### config.mk
export PLATFORM = sky130hd
export DESIGN_NAME = rect_layer_ctrl
export DESIGN_NICKNAME = d
export VERILOG_FILES = /design/src/rtl/rect_layer_ctrl.sv
export SDC_FILE = /design/constraint.sdc
export NUM_CORES = 1
export LEC_CHECK = 0
export CORE_MARGIN = 10
export CORE_UTILIZATION = 45
export CTS_CLUSTER_DIAMETER = 80
export DETAILED_ROUTE_END_ITERATION = 12
export GPL_ROUTABILITY_DRIVEN = 0
export PLACE_DENSITY = 0.63
export SYNTH_ARGS = -nofsm -noshare
export SYNTH_HDL_FRONTEND = slang
export SYNTH_SLANG_ARGS = --single-unit
### constraint.sdc
create_clock -name clk -period 3.1 [get_ports clk]
set_clock_uncertainty 0.2 [all_clocks]
set_input_delay 0.775 -clock clk [delete_from_list [all_inputs] [get_ports clk]]
set_output_delay 0.775 -clock clk [all_outputs]
set_load 0.05 [all_outputs]
### src/rtl/rect_layer_ctrl.sv
// rect_layer_ctrl: bank of rectangle descriptors drawn over the pixel_itr
// raster. The host fills a shadow bank; a commit copies it to the active bank
// at the next frame boundary. Lowest-index hit wins; outputs registered 1 cycle.
module rect_layer_ctrl #(
  parameter int unsigned N_RECT   = 4,
  parameter int unsigned COORD_W  = 12,
  parameter int unsigned H_ACTIVE = 800,
  parameter int unsigned V_ACTIVE = 600,
  localparam int unsigned IDX_W   = (N_RECT > 1) ? $clog2(N_RECT) : 1
) (
  input  logic               clk,
  input  logic               rst,
  input  logic [COORD_W-1:0] pix_x,
  input  logic [COORD_W-1:0] pix_y,
  input  logic               h_sync_in,
  input  logic               v_sync_in,
  input  logic               wr_valid,
  output logic               wr_ready,
  input  logic [IDX_W-1:0]   wr_idx,
  input  logic [2:0]         wr_field,
  input  logic [COORD_W-1:0] wr_data,
  input  logic               commit,
  output logic               commit_done,
  output logic               busy,
  output logic               h_sync,
  output logic               v_sync,
  output logic               r_out,
  output logic               g_out,
  output logic               b_out,
  output logic               hit_valid,
  output logic [IDX_W-1:0]   hit_idx
);

  typedef enum logic [1:0] {
    ST_IDLE,
    ST_PENDING,
    ST_SWAP
  } state_e;

  typedef struct packed {
    logic [COORD_W-1:0] x0;
    logic [COORD_W-1:0] y0;
    logic [COORD_W-1:0] x1;
    logic [COORD_W-1:0] y1;
    logic [2:0]         rgb;   // rgb[0]=red, rgb[1]=green, rgb[2]=blue
    logic               en;
  } rect_t;

  state_e             state_q, state_d;
  rect_t              shadow_q [N_RECT];
  rect_t              shadow_d [N_RECT];
  rect_t              active_q [N_RECT];
  rect_t              active_d [N_RECT];
  logic               up_q, up_d;
  logic               hit_valid_q, hit_valid_d;
  logic [IDX_W-1:0]   hit_idx_q, hit_idx_d;
  logic [2:0]         rgb_q, rgb_d;
  logic               h_sync_q, h_sync_d;
  logic               v_sync_q, v_sync_d;
  logic               fb;

  // First pixel of the first blanking line
  assign fb = (pix_x == '0) && (pix_y == COORD_W'(V_ACTIVE));

  // State, banks and pixel-path registers
  always_ff @(posedge clk) begin
    if (!rst) begin
      state_q     <= ST_IDLE;
      up_q        <= 1'b0;
      for (int unsigned i = 0; i < N_RECT; i++) begin
        shadow_q[i] <= '0;
        active_q[i] <= '0;
      end
      hit_valid_q <= 1'b0;
      hit_idx_q   <= '0;
      rgb_q       <= '0;
      h_sync_q    <= 1'b0;
      v_sync_q    <= 1'b0;
    end else begin
      state_q     <= state_d;
      up_q        <= up_d;
      shadow_q    <= shadow_d;
      active_q    <= active_d;
      hit_valid_q <= hit_valid_d;
      hit_idx_q   <= hit_idx_d;
      rgb_q       <= rgb_d;
      h_sync_q    <= h_sync_d;
      v_sync_q    <= v_sync_d;
    end
  end

  // Commit sequencing: a commit waits for the next frame boundary, then swaps
  always_comb begin
    state_d = state_q;
    unique case (state_q)
      ST_IDLE:    if (commit) state_d = ST_PENDING;
      ST_PENDING: if (fb)     state_d = ST_SWAP;
      ST_SWAP:                state_d = ST_IDLE;
      default:                state_d = ST_IDLE;
    endcase
  end

  // Handshake and status outputs; writes are held off for the first cycle after reset
  always_comb begin
    wr_ready    = 1'b0;
    busy        = 1'b0;
    commit_done = 1'b0;
    unique case (state_q)
      ST_IDLE:    wr_ready = up_q;
      ST_PENDING: busy = 1'b1;
      ST_SWAP: begin
        busy        = 1'b1;
        commit_done = 1'b1;
      end
      default: ;
    endcase
  end

  // Shadow writes from the host, active bank loaded wholesale in SWAP
  always_comb begin
    up_d     = 1'b1;
    shadow_d = shadow_q;
    active_d = active_q;
    if (wr_valid && wr_ready) begin
      for (int unsigned i = 0; i < N_RECT; i++) begin
        if (wr_idx == IDX_W'(i)) begin
          unique case (wr_field)
            3'd0: shadow_d[i].x0 = wr_data;
            3'd1: shadow_d[i].y0 = wr_data;
            3'd2: shadow_d[i].x1 = wr_data;
            3'd3: shadow_d[i].y1 = wr_data;
            3'd4: begin
              shadow_d[i].rgb = wr_data[2:0];
              shadow_d[i].en  = wr_data[3];
            end
            default: ;
          endcase
        end
      end
    end
    if (state_q == ST_SWAP) active_d = shadow_q;
  end

  // Hit test against the active bank; lowest index wins, syncs delayed to match
  always_comb begin
    logic vis;
    logic slot_hit;
    hit_valid_d = 1'b0;
    hit_idx_d   = '0;
    rgb_d       = '0;
    h_sync_d    = h_sync_in;
    v_sync_d    = v_sync_in;
    vis = (pix_x < COORD_W'(H_ACTIVE)) && (pix_y < COORD_W'(V_ACTIVE));
    for (int unsigned i = 0; i < N_RECT; i++) begin
      slot_hit = vis && active_q[i].en &&
                 (pix_x >= active_q[i].x0) && (pix_x < active_q[i].x1) &&
                 (pix_y >= active_q[i].y0) && (pix_y < active_q[i].y1);
      if (slot_hit && !hit_valid_d) begin
        hit_valid_d = 1'b1;
        hit_idx_d   = IDX_W'(i);
        rgb_d       = active_q[i].rgb;
      end
    end
  end

  assign hit_valid = hit_valid_q;
  assign hit_idx   = hit_idx_q;
  assign r_out     = rgb_q[0];
  assign g_out     = rgb_q[1];
  assign b_out     = rgb_q[2];
  assign h_sync    = h_sync_q;
  assign v_sync    = v_sync_q;

endmodule

==> results by stage <==
Synthesis:
- The async set or reset register ratio after synthesis is 0%.
- After synthesis the cells add up to 0.0208 sq mm.
- Averaged over all synthesized cells, the footprint is 9.91 sq um.
- By count the netlist is led by 427 x dfxtp_1, 398 x nor2b_1, 394 x mux2i_1, 189 x ha_1, 189 x inv_1.
- The number of synthesized flops with an enable pin is 0.
- The top cell type by area accounts for 41.1% of the synthesized area.
- Synthesis produced 2100 cells.
- The number of flip-flops and latches in the synthesized netlist is 427.
- In this run, distinct cell masters in the synthesized netlist total 60.
- Ranked by total cell area, the synthesized netlist is headed by dfxtp_1 41%, mux2i_1 19%, nor2b_1 12%.
- The number of nets produced by synthesis is 2336.
- The most common cell in the synthesized netlist is dfxtp_1.
- The yosys synthesis warning count is 0.
- The cell taking the most area after synthesis is dfxtp_1.
- The sequential share of the synthesized area is 41.1%.
- For this run, the leading register cell type out of synthesis is dfxtp_1.

Setup path:
- The most frequent cell on the critical path is buf_6.
- By startpoint and endpoint, the worst setup path is classified as input pin to flip-flop.
- The worst register-to-register path ends at hit_valid.
- STA classifies the critical path startpoint as an input pin.
- Of all nets on the critical path, the largest fanout is 5.
- The critical path goes through clkdlybuf4s50_1, buf_6, buf_4, buf_6, nand2_2, o221ai_4, or4_4, nor4_4, buf_6, buf_6, nor2_1, a21boi_0.
- For the worst flop-to-flop path, the logic depth is 11.
- The worst setup path is captured at a flip-flop.
- The slowest stage of the critical path belongs to the cell or4_4.
- The highest cell delay on the worst timing path is 0.58 ns.
- Data on the critical path is required at its endpoint by 3.39 ns.
- The arrival time at the worst endpoint is 3.38 ns.
- The worst register-to-register path begins at active_q[79].
- In this run the register-to-register setup slack is 0.16 ns.

Global routing:
- The number of global-route vias before repair is 14.9k.
- The first-pass GRT wire length is 85800 microns.
- Entering global routing, the biggest net connects 105 pins.
- The total grt overflow is 0.
- The overall track demand over capacity in global routing is 19.5%.
- The number of antenna violations at the first check in global routing is 2.

Die:
- The total number of placement rows is 78.
- The floorplan step defined a die boundary enclosing 0.0553 sq mm.
- The core region is 0.0456 sq mm.
- The initial utilization of the core area, before any placement, comes to 45.7%.
- In this run the vertical extent of the chip is 235 microns.
- 58 I/O pins were placed.
- Measured along the x axis, the die boundary spans 235 microns.

Route:
- The routed layout has 14.9k vias.
- After detailed routing, the average wire length per cell comes to 19.4 microns.
- The final layout contains routed wiring with a total length of 56400 microns.
- The detailed router finished its first iteration with 906 violations.
- For this run, design rule violations remaining after detail routing come to 0.
- After detailed routing, the met2 layer carries 25000 microns of wire.
- For this block, wires on met1 add up to 27500 microns.
- Once detail routing completed, the nets flagged for antenna violations numbered 0.
- The uppermost metal layer occupied by signal nets is met5.
- The mean number of vias per cell is 5.14.
- After detailed routing, the met3 layer carries 2460 microns of wire.
- The first detailed-routing pass ran for 5 iterations.

Clock tree:
- The H-tree was split into 2 levels.
- The clock tree from TritonCTS is done.
- The clock root buffer is clkbuf_16.
- Clock tree synthesis found a total of 427 sinks.
- The number of buffers created by CTS is 47.
- For the worst-skew pair, the clock arrives at the later sink with an insertion delay of 0.58 ns.
- In this run the deepest clock path goes through 3 buffers.
- After clock tree synthesis, the clock-pin slew on the worst setup and hold paths is 0.06 ns.

Timing:
- For the pin with the worst max-slew slack, the measured transition is 0.685 ns.
- Setup slack on the critical path of the routed design comes to 0.0122 ns.
- The number of endpoints with negative hold slack in the final report is 0.
- The count of final max-slew check failures is 0.
- The fraction of the cycle the final worst path needs is 99.6%.
- The maximum clock rate is 324 MHz.
- The worst hold slack is 0.264 ns.
- Setup total negative slack on the finished layout was measured at 0 ns.
- The number of setup violations in the final report is 0.
- The smallest clock period supported by the final layout is computed as 3.09 ns.
- The relative max-transition margin is 54.2%.

Min path:
- The worst hold path begins at shadow_q[203].
- The end point of the most critical hold path is shadow_q[203].
- The worst hold path passes through 2 cells.
- The type of the most critical hold path is flip-flop to flip-flop.

Cells and area:
- The layout net count is 2510.
- With fillers left out, the area of the finished cells amounts to 0.0256 sq mm.
- The fraction of final layout cells sized beyond drive strength 1 is 14.1%.
- Cells fill 56.1% of the core in the end.
- 0 antenna diodes ended up in the layout.
- Relative to the synthesized area, the layout overhead comes to 22.8%.
- The number of cells in the finished layout apart from fillers is 2908.

Run status:
- The run finished with clean final reports.

Placed design:
- Summing all placed instances gives a cell area of 0.0232 sq mm.
- The pre-CTS setup slack is -1.08 ns.
- After detailed placement, the design holds a cell count of 2802.
- Once detailed placement completed, the half-perimeter wirelength came to 36500 microns.
- The count of buffers from port buffering is 57.

Power:
- Power comes to 13.1 mW.
- The standby leakage power is 9.41 nW.
- The total power density per cell area is 514 mW/mm^2.
- IR analysis of the VDD net gives a maximum drop of 635 uV.

Job:
- The number of max-capacitance violations reported is 0.
==> how the worst max path moves through the flow <==
stage,from,to,slack (ns),depth (start not counted)
after CTS,pix_x[6],rgb_q[2],0.001,12
after global placement,pix_y[0],rgb_q[1],-0.96,12
after floorplan,pix_x[9],rgb_q[1],-0.003,8
after detailed placement,pix_y[0],rgb_q[0],-1.08,12
final,pix_x[8],hit_valid,0.01,12
after global routing,pix_x[8],hit_valid,-0.05,12
==> power by group <==
group	leakage, nW	internal (mW)	switching (mW)
clock	0.769	3.44	2.29
sequential	3.44	5.52	0.0207
combinational	5.20	0.828	1.05
==> sequential cells by signal, indices dropped and copies added, names as in the netlist <==
signal and count:
v_sync 1, state_q 2, hit_idx 2, h_sync 1, rgb_q 3, active_q 208
up_q 1, hit_valid 1, shadow_q 208
==> worst max-delay path: cells and delay by family <==
family                 cells  cell delay [ns]
buffers and inverters      6             1.15
and+or+nand+nor            4             1.04
AOI/OAI and AO/OA          2             0.41
==> logic make-up after synthesis <==
family | share of synthesized area [%]
AOI/OAI and AO/OA | 5.93
adders and majority gates | 11.4
buffers and inverters | 5.32
DFF | 41.1
muxes | 18.9
and+or+nand+nor | 17.4
==> what timing repair did <==
action                                  in CTS  in global routing
hold buffers                                 0                  0
pin swaps                                   18                 37
endpoints found under the setup margin      10                  6
setup buffers                                8                 14
gates cloned                                 0                  1
endpoints found under the hold margin        0                  0
gates resized for setup                     62                 74
==> layout by cell type (no fill, tap or decap), types with 9 or more instances in the layout <==
cell type / n
buf_4: 131
nor2b_1: 398
nor2_1: 31
o21ai_0: 18
nor3_1: 10
a21oi_1: 35
nand4_1: 20
clkbuf_8: 13
clkdlybuf4s50_1: 32
inv_1: 187
buf_6: 16
clkbuf_1: 11
nand2b_1: 14
mux2i_1: 394
ha_1: 177
dfxtp_1: 427
dlygate4sd2_1: 10
clkbuf_16: 50
buf_12: 25
nand2_1: 88
nand3_1: 9
ha_4: 12
a21o_1: 11
a21boi_0: 27
==> metal layers <==
| metal | vias up | global-route usage, % |
|---|---|---|
| met3 | 80 | 3.07 |
| met1 | 7167 | 26.9 |
| met5 | - | 0 |
| met2 | 256 | 30.4 |
| met4 | 4 | 6.30 |
| li1 | 7441 | - |
==> layout make-up <==
| cell class | instances | area, sq um |
|---|---|---|
| clock buffers | 73 | 1450 |
| clock inverters | 10 | 133 |
| fillers | 3884 | 20000 |
| inverters | 189 | 713 |
| multi-input cells | 1379 | 11700 |
| flip-flops and latches | 427 | 8550 |
| well taps | 600 | 751 |
| repair buffers | 230 | 2270 |
Note: power is estimated with default switching activity, not from simulation.
